**config.mk**
```make
export PLATFORM = sky130hd
export DESIGN_NAME = div_norm_ctrl
export DESIGN_NICKNAME = d
export VERILOG_FILES = /design/src/rtl/div_norm_ctrl.sv
export SDC_FILE = /design/constraint.sdc
export NUM_CORES = 1
export LEC_CHECK = 0
export CORE_ASPECT_RATIO = 2
export CORE_UTILIZATION = 35
export DETAILED_ROUTE_END_ITERATION = 12
export GPL_ROUTABILITY_DRIVEN = 1
export HOLD_SLACK_MARGIN = 0.08
export PLACE_DENSITY_LB_ADDON = 0.3
export SYNTH_ARGS = -nofsm -noshare
export SYNTH_HDL_FRONTEND = slang
export SYNTH_SLANG_ARGS = --single-unit
```
**constraint.sdc**
```tcl
create_clock -name clk -period 3.4 [get_ports clk]
set_clock_uncertainty 0.15 [all_clocks]
set_input_delay 0.51 -clock clk [delete_from_list [all_inputs] [get_ports clk]]
set_output_delay 0.51 -clock clk [all_outputs]
set_load 0.005 [all_outputs]
```
**src/rtl/div_norm_ctrl.sv**
```systemverilog
// Sequencing controller for an iterative radix-2 divider: captures and normalises
// operands, runs the iteration count, short-circuits trivial cases, hands off result.
module div_norm_ctrl #(
  parameter int WIDTH   = 32,
  parameter bit NORM_EN = 1'b1,
  parameter int CNT_W   = $clog2(WIDTH+1)
) (
  input  logic               clk,
  input  logic               rst,
  input  logic               start,
  input  logic               abort,
  input  logic [WIDTH-1:0]   u_dividend,
  input  logic [WIDTH-1:0]   u_divisor,
  output logic               busy,
  output logic [2*WIDTH-1:0] init_val,
  output logic               ld,
  output logic               sl,
  output logic [CNT_W-1:0]   iter_cnt,
  output logic [CNT_W-1:0]   q_shift,
  output logic               div_zero,
  output logic               quo_zero,
  output logic               res_valid,
  input  logic               res_ready
);

  typedef enum logic [1:0] {S_IDLE, S_NORM, S_ITER, S_DONE} state_t;

  state_t             r_state, w_next;
  logic [2*WIDTH-1:0] r_init;
  logic [CNT_W-1:0]   r_lz_a, r_lz_b, r_iter_cnt, r_q_shift;
  logic               r_b_zero, r_div_zero, r_quo_zero;

  logic [CNT_W-1:0]   w_lz_a, w_lz_b, w_diff, w_n_iter;
  logic [WIDTH-1:0]   w_a_n, w_b_n;
  logic               w_accept, w_short_qz;

  function automatic logic [CNT_W-1:0] f_lzc(input logic [WIDTH-1:0] x);
    logic found;
    f_lzc = CNT_W'(WIDTH);
    found = 1'b0;
    for (int i = WIDTH-1; i >= 0; i--) begin
      if (!found && x[i]) begin
        f_lzc = CNT_W'(WIDTH-1-i);
        found = 1'b1;
      end
    end
  endfunction

  // Operands are normalised at capture so init_val is already stable when ld fires.
  assign w_lz_a     = f_lzc(u_dividend);
  assign w_lz_b     = f_lzc(u_divisor);
  assign w_a_n      = NORM_EN ? (u_dividend << w_lz_a) : u_dividend;
  assign w_b_n      = NORM_EN ? (u_divisor  << w_lz_b) : u_divisor;
  assign w_accept   = (r_state == S_IDLE) && start && !abort;
  assign w_diff     = r_lz_b - r_lz_a;
  assign w_n_iter   = NORM_EN ? (w_diff + CNT_W'(1)) : CNT_W'(WIDTH);
  assign w_short_qz = NORM_EN && (r_lz_b < r_lz_a);

  always_ff @(posedge clk) begin
    if (rst) r_state <= S_IDLE;
    else     r_state <= w_next;
  end

  always_comb begin
    w_next = r_state;
    if (abort && r_state != S_IDLE) begin
      w_next = S_IDLE;
    end else begin
      case (r_state)
        S_IDLE: if (w_accept) w_next = S_NORM;
        S_NORM: w_next = (r_b_zero || w_short_qz) ? S_DONE : S_ITER;
        S_ITER: if (r_iter_cnt == CNT_W'(1)) w_next = S_DONE;
        S_DONE: if (res_ready) w_next = S_IDLE;
        default: w_next = S_IDLE;
      endcase
    end
  end

  always_ff @(posedge clk) begin
    if (rst) begin
      r_init     <= '0;
      r_lz_a     <= '0;
      r_lz_b     <= '0;
      r_iter_cnt <= '0;
      r_q_shift  <= '0;
      r_b_zero   <= 1'b0;
      r_div_zero <= 1'b0;
      r_quo_zero <= 1'b0;
    end else if (abort && r_state != S_IDLE) begin
      r_iter_cnt <= '0;
      r_div_zero <= 1'b0;
      r_quo_zero <= 1'b0;
    end else begin
      case (r_state)
        S_IDLE: if (w_accept) begin
          r_init     <= {w_a_n, w_b_n};
          r_lz_a     <= w_lz_a;
          r_lz_b     <= w_lz_b;
          r_b_zero   <= (u_divisor == '0);
          r_q_shift  <= '0;
          r_div_zero <= 1'b0;
          r_quo_zero <= 1'b0;
        end
        S_NORM: begin
          if (r_b_zero) begin
            r_div_zero <= 1'b1;
          end else if (w_short_qz) begin
            r_quo_zero <= 1'b1;
          end else begin
            r_iter_cnt <= w_n_iter;
            r_q_shift  <= NORM_EN ? w_diff : '0;
          end
        end
        S_ITER: r_iter_cnt <= r_iter_cnt - CNT_W'(1);
        default: ;
      endcase
    end
  end

  assign busy      = (r_state != S_IDLE);
  assign ld        = (r_state == S_NORM);
  assign sl        = (r_state == S_ITER);
  assign res_valid = (r_state == S_DONE);
  assign init_val  = r_init;
  assign iter_cnt  = r_iter_cnt;
  assign q_shift   = r_q_shift;
  assign div_zero  = r_div_zero;
  assign quo_zero  = r_quo_zero;

endmodule

```
---- Yosys cells after proc, flatten, opt, wreduce, memory -nomap -nowiden ----
Cells that the tools add are included.
word-level totals
  RAM bits ................................ 0
  bits in latches ......................... 0
  logic and storage cells ................. 312
  memories kept ........................... 0
  register bits after elaboration ......... 93
  output and inout port bits .............. 82
  input bits .............................. 69
  memory bits (read-only) ................. 0
cells by class
  bitwise operators ....................... 1
  reduce and logical (&&, ||, !) cells .... 141
  muxes and demuxes ....................... 144
  eq/ne operators ......................... 11
  shift-type cells ........................ 2
  $add $sub $neg .......................... 3
  order comparisons ....................... 1
  multipliers ............................. 0
  divide/modulo/power cells ............... 0
operators by type and width
  kind                                                                 number
  6-bit two-way mux                                                    69
  1-bit two-way mux                                                    67
  1-bit logical AND                                                    65
  32-bit by 6-bit << shifter with 32-bit output                        2
  1-bit logical NOT                                                    63
  32-bit logical NOT                                                   1
  6-bit case mux with 2 select lines                                   2
  3-bit AND reduction                                                  4
  2-bit by 1-bit != test with 1-bit output (second input constant)     4
  2-bit case mux with 4 select lines                                   1
  6-bit by 1-bit adder with 6-bit output (second input constant)       1
  6-bit by 1-bit == test with 1-bit output (second input constant)     1
  6-bit < comparator                                                   1
  2-bit two-way mux                                                    3
  2-bit != test (second input constant)                                3
  2-bit nonzero test                                                   3
  6-bit by 1-bit subtractor with 6-bit output (second input constant)  1
  6-bit subtractor                                                     1
  5-bit AND reduction                                                  1
  2-bit == test (second input constant)                                2
  1-bit case mux with 2 select lines                                   2
  4-bit AND reduction                                                  1
  2-bit by 1-bit == test with 1-bit output (second input constant)     1
  2-bit logical NOT                                                    1
  other kinds (3)                                                      3

---- Logic depth before layout (Yosys ltp) ----
Gate-level depths: netlist of run 1.
  depth in word-level cells ............... 95
  gate-level depth with buffers ........... 14
  mapped depth without buffers ............ 14

---- Worst setup path before layout of run 1 ----
OpenSTA, ideal clock, no wires.
  kind .................................... input -> register
  start ................................... input u_divisor[31]
  end ..................................... register r_init[22] (netlist: init_val[22])
  data required time ...................... 3.127 ns
  library setup time ...................... 0.123 ns
  arrival ................................. 3.347 ns
  stages on the path ...................... 10
  slack ................................... -0.220 ns
  buffers on the path ..................... 0
  cell sequence ........................... nor4_2 -> nand4_2 -> or4_4 -> or2_4 -> a21oi_4 -> mux2i_1 -> o22ai_1 -> mux4_2 -> a222oi_1 -> inv_1
on the way
  word-level cells in the longest chain between the ends .. 95
  elaborated cells between the ends (all ways) .. 126
  those cells by class .................... shift: 1; mux: 63; reduce/logical: 62
RTL lines
  what                                             line  text
  start: declaration                               13    input logic [WIDTH-1:0] u_divisor,
  1-bit two-way mux                                42    if (!found && x[i]) begin
  1-bit logical NOT                                42
  1-bit logical AND                                42
  1-bit two-way mux                                42
  1-bit logical NOT                                42
  1-bit logical AND                                42
  1-bit two-way mux                                42
  1-bit logical NOT                                42
  (+79 left out)                                   --
  1-bit two-way mux                                42
  1-bit logical NOT                                42
  1-bit logical AND                                42
  1-bit two-way mux                                42
  1-bit logical NOT                                42
  1-bit logical AND                                42
  6-bit two-way mux                                42
  32-bit by 6-bit << shifter with 32-bit output *  53    assign w_b_n = NORM_EN ? (u_divisor << w_lz_b) : u_divisor;
  end signal: assignment                           96    r_init <= {w_a_n, w_b_n};
  end: declaration                                 29    logic [2*WIDTH-1:0] r_init;
Mark *: on every way between the ends. The rest lies on a longest branch, timed or not.
A chain may end at the register's enable or synchronous reset.

---- Final worst setup path of run 1 ----
Ends and elaborated chain as after synthesis.

==> impl_metrics.ini, run 1 <==
[critical_path]
cp-end-kind = register
crit_path_top_delay_cell = or4_4
critPathMaxStageDelay_ns = 0.57
crit_fanout = 5
crit_chain = buf_6 > nor4_4 > nand4_4 > or4_4 > or2_4 > a21oi_4 > mux2i_2 > o22ai_4 > mux4_2 > a222oi_1 > inv_1
worstSetupStartpointType = input port
crit_arrival_ns = 3.62
crit_buf_inv = 2
crit_type = input port to register
critPathTopFamily = simple AND/OR/NAND/NOR gates
worstPathRequired_ns = 3.50

[place]
dpl.hpwl_um = 26990
place_area_sq_um = 11340
numPortBuffers = 150
place_congestion = 0.9817
dp_cells = 1616

[synthesis]
syn_area_sq_um = 7570
synth_edf_count = 0
ys_seq_elements = 93
synthMuxAreaShare_pct = 14.94
synthSimpleGateAreaFrac_pct = 21.83
synth_seq_area_share_pct = 24.60
synth_top_family_by_area = compound AO/OA/AOI/OAI gates
syn_area_per_cell_sq_um = 7.716
synthesis.nets = 1064
synth_fa_ha_area_share_pct = 2.413
yosysWarningCount = 0
ys_async_sr_fraction_pct = 0
postSynthCellCount = 981
ys.flop_type = dfxtp_1
synth-xor-area-share_pct = 0.9256
yosysUniqueCellTypes = 83
synth_compound_area_share_pct = 30.51

[layout]
final_common_cell = buf_4
layout.cells.non_filler = 1669
postLayoutCellArea_sq_um = 12650
drive_gt1_share_pct = 36.79
mostFrequentLayoutCells = buf_4 (292), clkdlybuf4s50_1 (96), dfxtp_1 (93), nor2_1 (92), nand2_1 (90)
n_antenna_cell = 0
finalNetCount = 1478
utilization_pct = 59.93
synthToLayoutAreaGrowth_pct = 67.17

[global_route]
overflow = 0
grt_pass1_vias = 10061
antenna_found_initial = 0
grt_max_degree = 38
gr-usage-all-layers_pct = 30.65
grt_pass1_wl_um = 52100

[outcome]
violations = negative setup slack
status = finished, violations left

[die]
rows = 75
core_region_area_sq_um = 21110
initial_utilization_pct = 35.85
io_pins = 151
die_w_um = 106.0
fp.dieArea_sq_um = 22260
fp.dieH_um = 210.0

[drt]
first_iter_violations = 553
dr.pass1.iters = 5
drtAntennaViolNets = 0
drc = 0
wl_per_cell_um = 21.07
vias_per_cell = 5.927
wl_um = 35160
vias = 9892

[power_and_ir_drop]
irDropWorstVdd_v = 0.0002665
p_per_area_nw_per_um2 = 376.9
leakage_uw = 0.005221

[sta]
slew_headroom_pct = 42.67
hold_viol = 0
setup_tns_ns = -0.5531
setup_viol = 11
maxSlewViolCount = 0
fmax_mhz = 283.5
layout_setup_ws_ns = -0.1268
fin_crit_sh_pct = 103.7
tightest_slew_ns = 0.8568
period_minus_slack_ns = 3.527
rsz0062_at_grt = true

[cts]
cts_root_buf = clkbuf_16
cts.path.max_buffers = 2
insertion_delay_ns = 0.36
numCtsBuffers = 9
cts_sinks = 93
cts_tree = yes
cts_max_level = 3
cts_hold_buf = 0
clk_pin_slew_worst_paths_ns = 0.07

[hold_path]
min_path_type = register to register

[flow_run]
maxCapViolations = 0
flip-flops by register name (all words and copies together) (netlist names):
register / cells
r_b_zero: 1
quo_zero: 1
q_shift: 6
iter_cnt: 6
div_zero: 1
r_lz_b: 6
r_lz_a: 6
r_state: 2
init_val: 64
area by class of cell:
type	count	area [sq um]
inverters	32	120.1
multi-input cells	799	6186
clock buffers	9	225.2
repair buffers	460	3857
flip-flops and latches	93	1862
clock inverters	7	67.56
fillers	1880	8459
well taps	269	336.6
metal layers:
metal	vias up	part of all wire, %	track usage [%]
met5	-	0	0
met4	0	9.7	27.63
met3	166	3.5	3.154
met2	400	55	60.18
met1	4762	32	26.32
li1	4564	-	-
worst register-to-register path: stages (launching register included):
cell     delay [ns]
dfxtp_1        0.31
inv_1          0.06
ha_1           0.13
inv_1          0.06
fa_1           0.41
a21o_1         0.17
a21oi_1        0.26
nor2b_1        0.08
o21ai_0        0.14
and3b_1        0.19
a21oi_1        0.10
nand2_1        0.23
a21oi_1        0.07
o221a_2        0.28
logic make-up (layout without fill, tap and decap cells):
family,Yosys count,count (layout)
muxes,108,108
adders and majority gates,14,14
and+or+nand+nor,344,344
xor gates and xnor gates,8,8
DFF,93,93
AOI/OAI and AO/OA,325,325
buffers and inverters,89,508
what timing repair did:
item | 4_1_cts | 5_1_grt
buffers inserted | 22 | 14
endpoints found under the hold margin | 0 | 0
pin swaps | 42 | 38
cloned | 2 | 1
resized for setup | 184 | 122
setup endpoints to repair | 58 | 50
cells in the mapped netlist, drive strengths merged (18+ instances only):
cell | n | area share (%)
nor2 | 107 | 5.3
dfxtp | 93 | 25
nand2 | 92 | 4.6
mux2i | 86 | 11
a21oi | 72 | 5.1
o21ai | 42 | 2.8
clkbuf | 39 | 1.9
a22oi | 34 | 3.4
inv | 32 | 1.6
nand3 | 29 | 2.0
nor3 | 26 | 1.7
a211oi | 21 | 2.1
mux2 | 20 | 3.0
buf | 18 | 1.3
path summary, 6_finish.rpt:
check             slack (ns)                      start                   endpoint  cells after the start
setup / recovery       -0.13              u_divisor[31]  init_val[22]$_SDFFE_PP0P_                     11
hold / removal          0.30  init_val[14]$_SDFFE_PP0P_  init_val[14]$_SDFFE_PP0P_                      2
setup reg to reg        0.66     r_lz_b[0]$_SDFFE_PP0P_   iter_cnt[2]$_SDFFE_PP0P_                     13
hold reg to reg         0.30  init_val[14]$_SDFFE_PP0P_  init_val[14]$_SDFFE_PP0P_                      2
power breakdown:
part           total [uW]  leakage (uW)  switching, uW  internal, uW
Sequential           1380      0.000758            136          1240
Clock                1000      0.000145            489           514
Combinational        2390       0.00432           1240          1150
Total                4770       0.00522           1870          2900
per-stage QoR:
step	hold slack [ns]	setup slack, ns	power (uW)
after detailed placement	0.2961	-0.9300	3584
after floorplan	0.2863	-0.08385	2513
final	0.3010	-0.1268	4770
after CTS	0.3068	-0.03846	4663
after global placement	0.2887	-0.8621	3553
after global routing	0.3249	-0.2605	5017
Note: power is estimated with default switching activity, not from simulation.
==> run 2, diff against run 1 <==
PLACE_DENSITY = 0.57   (was default)
PLACE_DENSITY_LB_ADDON = default   (was 0.3)
==> run 2 against run 1 <==
Via count is 0.92% lower. First-iteration DRC count is 9.4% lower. Critical path depth is 1 higher. Routed wire length is 4.1% higher. Sequential share of layout area is 0.72 points lower. Power is 2.6% higher. Global-route usage is 1.3 points higher. Combinational power is 6% higher. Critical endpoint unchanged. Cell count is 1.3% higher. Hold slack better by 0.0065 ns. The flow still finishes with violations (negative setup slack).
==> impl_metrics.ini, run 2 (synthesized netlist as in run 1, its figures left out) <==
[sta]
tightest_slew_ns = 0.8995
fin_crit_sh_pct = 102.0
setup_viol = 6
whs_ns = 0.3075
slew_headroom_pct = 39.97
layout_setup_ws_ns = -0.06890
rsz0062_at_grt = true
fmax_mhz = 288.3
maxSlewViolCount = 0
period_minus_slack_ns = 3.469
setup_tns_ns = -0.1352
hold_viol = 0

[drt]
drtAntennaViolNets = 0
wl_per_cell_um = 21.64
first_iter_violations = 501
drc = 0
vias = 9801
vias_per_cell = 5.796
dr.pass1.iters = 6
wl_um = 36600

[layout]
layout.cells.non_filler = 1691
final_common_cell = buf_4
seq_area_sq_um = 1862
nFillCells = 1830
mostFrequentLayoutCells = buf_4 (304), clkdlybuf4s50_1 (97), dfxtp_1 (93), nor2_1 (90), nand2_1 (89)
utilization_pct = 63.02
largest_register_ffs = 64
finalNetCount = 1501
n_antenna_cell = 0
multiInputGateArea_sq_um = 6543
drive_gt1_share_pct = 40.44
synthToLayoutAreaGrowth_pct = 75.78

[cts]
insertion_delay_ns = 0.36
cts_sinks = 93
cts.path.max_buffers = 2
numCtsBuffers = 9
cts_tree = yes
cts_root_buf = clkbuf_16
clk_pin_slew_worst_paths_ns = 0.07
cts_max_level = 3
cts_hold_buf = 0

[place]
place_congestion = 0.9885
numPortBuffers = 150
post-place-ws_ns = -1.132
dp_cells = 1630
dpl.hpwl_um = 28290

[global_route]
grt_pass1_wl_um = 53610
antenna_found_initial = 0
gr-usage-all-layers_pct = 31.94
grt_max_degree = 36
overflow = 0
grt_pass1_vias = 9889

[critical_path]
critPathTopFamily = simple AND/OR/NAND/NOR gates
cpMostUsedCell = mux2i_4
crit_buf_inv = 3
crit_chain = buf_8 > nor4_4 > nand4_4 > or4_4 > or2_4 > a21oi_4 > buf_12 > mux2i_4 > mux2i_4 > mux4_2 > a222oi_1 > inv_1
crit_type = input port to register
crit_path_top_delay_cell = or4_4
crit_fanout = 7
cp-end-kind = register
r2r_slack_ns = 0.76
worstSetupStartpointType = input port
worstPathRequired_ns = 3.49
critPathMaxStageDelay_ns = 0.48
crit_arrival_ns = 3.56

[die]
rows = 75
core_region_area_sq_um = 21110
fp.dieArea_sq_um = 22260
fp.dieH_um = 210.0
die_w_um = 106.0
io_pins = 151
initial_utilization_pct = 35.85

[power_and_ir_drop]
p_per_area_nw_per_um2 = 367.8
leakage_uw = 0.005380
irDropWorstVdd_v = 0.0002540

[flow_run]
maxCapViolations = 0

[outcome]
status = finished, violations left
violations = negative setup slack

[hold_path]
min_path_type = register to register
## run 2: final timing paths
kind | startpoint | to | cells after the start
max reg2reg | r_lz_b[0]$_SDFFE_PP0P_ | iter_cnt[2]$_SDFFE_PP0P_ | 13
max | u_divisor[29] | init_val[22]$_SDFFE_PP0P_ | 12
min reg2reg | q_shift[0]$_SDFFE_PP0P_ | q_shift[0]$_SDFFE_PP0P_ | 2
min | q_shift[0]$_SDFFE_PP0P_ | q_shift[0]$_SDFFE_PP0P_ | 2
## run 2: per-layer routing
layer	global-route usage, %	vias to the layer above	share of wire (%)
li1	-	4607	-
met1	28.46	4668	32
met2	62.18	371	54
met3	2.845	155	3.4
met4	28.07	0	9.7
met5	0	-	0
## run 2: power by group
part | leakage (uW) | switching (uW) | internal (uW)
Clock | 0.000134 | 459 | 536
Sequential | 0.000758 | 132 | 1240
Combinational | 0.00449 | 1290 | 1240
## run 2: repair_timing
action                                  CTS  global route
cloned                                    2             2
pin swaps                                62            54
buffers inserted                         39             9
endpoints found under the setup margin   61            57
resized for setup                       225           141
## run 2: worst reg2reg max path, cell delays in order, from the launching register on
cell and delay, ns:
dfxtp_1 0.31, inv_1 0.06, ha_1 0.14, inv_1 0.06
fa_1 0.39, a21o_1 0.17, a21oi_1 0.23, nor2b_1 0.07
o21ai_0 0.12, and3b_1 0.19, a21oi_1 0.10, nand2_1 0.22
a21oi_1 0.06, o221a_2 0.28
## run 2: stage by stage
stage,instance area [sq um],total power (uW)
floorplan,7612,2513
global placement,11500,3626
detailed placement,11500,3647
CTS,12710,4782
global route,13310,5154
finish,13310,4894
## run 2: cell type report
cell class | count | share of cell area (%)
tap | 269 | 2.529
inverter | 32 | 0.9027
timing repair buffer | 483 | 31.26
sequential | 93 | 13.99
clock buffer | 11 | 1.899
multi-input combinational | 799 | 49.17
clock inverter | 4 | 0.2445
==> run 3, diff against run 2 <==
CORE_MARGIN = 2   (was default)
==> run 3 against run 2 <==
The flow now finishes without violations. Utilization is 2.9 points lower. Largest cell class unchanged. Fmax increased by 3.0%. Combinational power decreased by 4%. Critical path depth is the same. Sequential share of layout area up 0.48 points. Count of clock-buffer cells in the layout fell by 1. Global-route usage down 1.0 points. Final area decreased by 3.3%.
==> impl_metrics.ini, run 3 (synthesized netlist as in run 1, its figures left out) <==
[outcome]
status = finished, final reports clean

[global_route]
overflow = 0
grt_pass1_vias = 10041
gr-usage-all-layers_pct = 30.93
grt_pass1_wl_um = 53550
antenna_found_initial = 0
grt_max_degree = 36

[drt]
vias = 9787
vias_per_cell = 5.833
wl_um = 35920
drtAntennaViolNets = 0
wl_per_cell_um = 21.41
dr.pass1.iters = 5
first_iter_violations = 569
drc = 0

[critical_path]
crit_type = input port to register
worstPathRequired_ns = 3.49
worstSetupStartpointType = input port
timing.rr.start = r_lz_b[0]$_SDFFE_PP0P_
crit_fanout = 8
crit_arrival_ns = 3.46
critPathLaunch = u_divisor[30]
cp-end-kind = register

[die]
rows = 76
die_w_um = 108.0
fp.dieArea_sq_um = 22890
initial_utilization_pct = 35.38
fp.dieH_um = 212.0
core_region_area_sq_um = 21400
io_pins = 151

[power_and_ir_drop]
irDropWorstVdd_v = 0.0002244
leakage_uw = 0.005247
finalPower_uw = 4815
p_per_area_nw_per_um2 = 374.4

[cts]
numCtsBuffers = 9
clk_pin_slew_worst_paths_ns = 0.07
cts.path.max_buffers = 2
cts_sinks = 93
cts_root_buf = clkbuf_16
insertion_delay_ns = 0.35
cts_hold_buf = 0
cts_tree = yes
cts_max_level = 3

[layout]
largest_register_ffs = 64
n_antenna_cell = 0
finalNetCount = 1485
synthToLayoutAreaGrowth_pct = 69.92
final_common_cell = buf_4
mostFrequentLayoutCells = buf_4 (292), clkdlybuf4s50_1 (97), dfxtp_1 (93), nor2_1 (91), nand2_1 (89)
drive_gt1_share_pct = 37.44

[hold_path]
hp-start = init_val[14]$_SDFFE_PP0P_
min_path_type = register to register

[sta]
slew_headroom_pct = 41.37
hold_viol = 0
layout_setup_ws_ns = 0.03301
fmax_mhz = 297.0
maxSlewViolCount = 0
setup_viol = 0
rsz0062_at_grt = true
tightest_slew_ns = 0.8741
period_minus_slack_ns = 3.367
fin_crit_sh_pct = 99.03

[place]
numPortBuffers = 150
place_congestion = 1.021
dpl.hpwl_um = 28370
post-place-ws_ns = -0.9776

[flow_run]
maxCapViolations = 0
-- run 3: power breakdown --
group,switching (uW),internal [uW]
Combinational,1250,1170
Sequential,139,1240
Clock,433,581
Total,1820,2990
-- run 3: what timing repair did --
action / 4_1_cts / 5_1_grt
gates resized for setup: 217 / 89
setup buffers: 27 / 5
pin swaps: 49 / 34
setup endpoints to repair: 61 / 55
cloned: 2 / 0
-- run 3: per-stage QoR --
step / setup TNS, ns / cells / utilization [%] / cell area [sq um] / hold WS [ns]
2_1_floorplan: -0.08385 / 981 / - / 7612 / 0.2863
3_3_place_gp: -44.65 / 1633 / 53.78 / 11510 / 0.2868
3_5_place_dp: -46.83 / 1633 / 53.78 / 11510 / 0.2999
4_1_cts: 0 / 1673 / 58.79 / 12580 / 0.3078
5_1_grt: -0.1955 / 1678 / 60.12 / 12860 / 0.3241
6_report: 0 / 1678 / 60.12 / 12860 / 0.3007
-- run 3: worst paths after layout --
check / slack, ns / cells past startpoint / end
setup / recovery: 0.03 / 12 / init_val[22]$_SDFFE_PP0P_
hold / removal: 0.30 / 2 / init_val[14]$_SDFFE_PP0P_
setup reg to reg: 0.74 / 13 / q_shift[2]$_SDFFE_PP0P_
hold reg to reg: 0.30 / 2 / init_val[14]$_SDFFE_PP0P_
-- run 3: layer usage --
layer,share of wire (%),routed length (um),GRT usage (%)
met5,0,0,0
met4,11,3888,30.19
met3,3.3,1175,3.066
met2,55,19860,59.60
met1,31,10990,25.96
-- run 3: worst max-delay path, cell delays in order --
cell      delay (ns)
buf_2           0.12
nor4_4          0.34
nand4_2         0.22
or4_4           0.50
or2_4           0.27
a21oi_4         0.17
buf_12          0.16
mux2i_4         0.25
o22ai_2         0.10
mux4_2          0.47
a222oi_1        0.27
inv_1           0.06
-- run 3: final cells by class --
type	count	area, sq um
fillers	1958	8533
multi-input cells	799	6261
well taps	273	341.6
inverters	32	120.1
repair buffers	467	3989
flip-flops and latches	93	1862
clock buffers	10	239.0
clock inverters	4	50.05
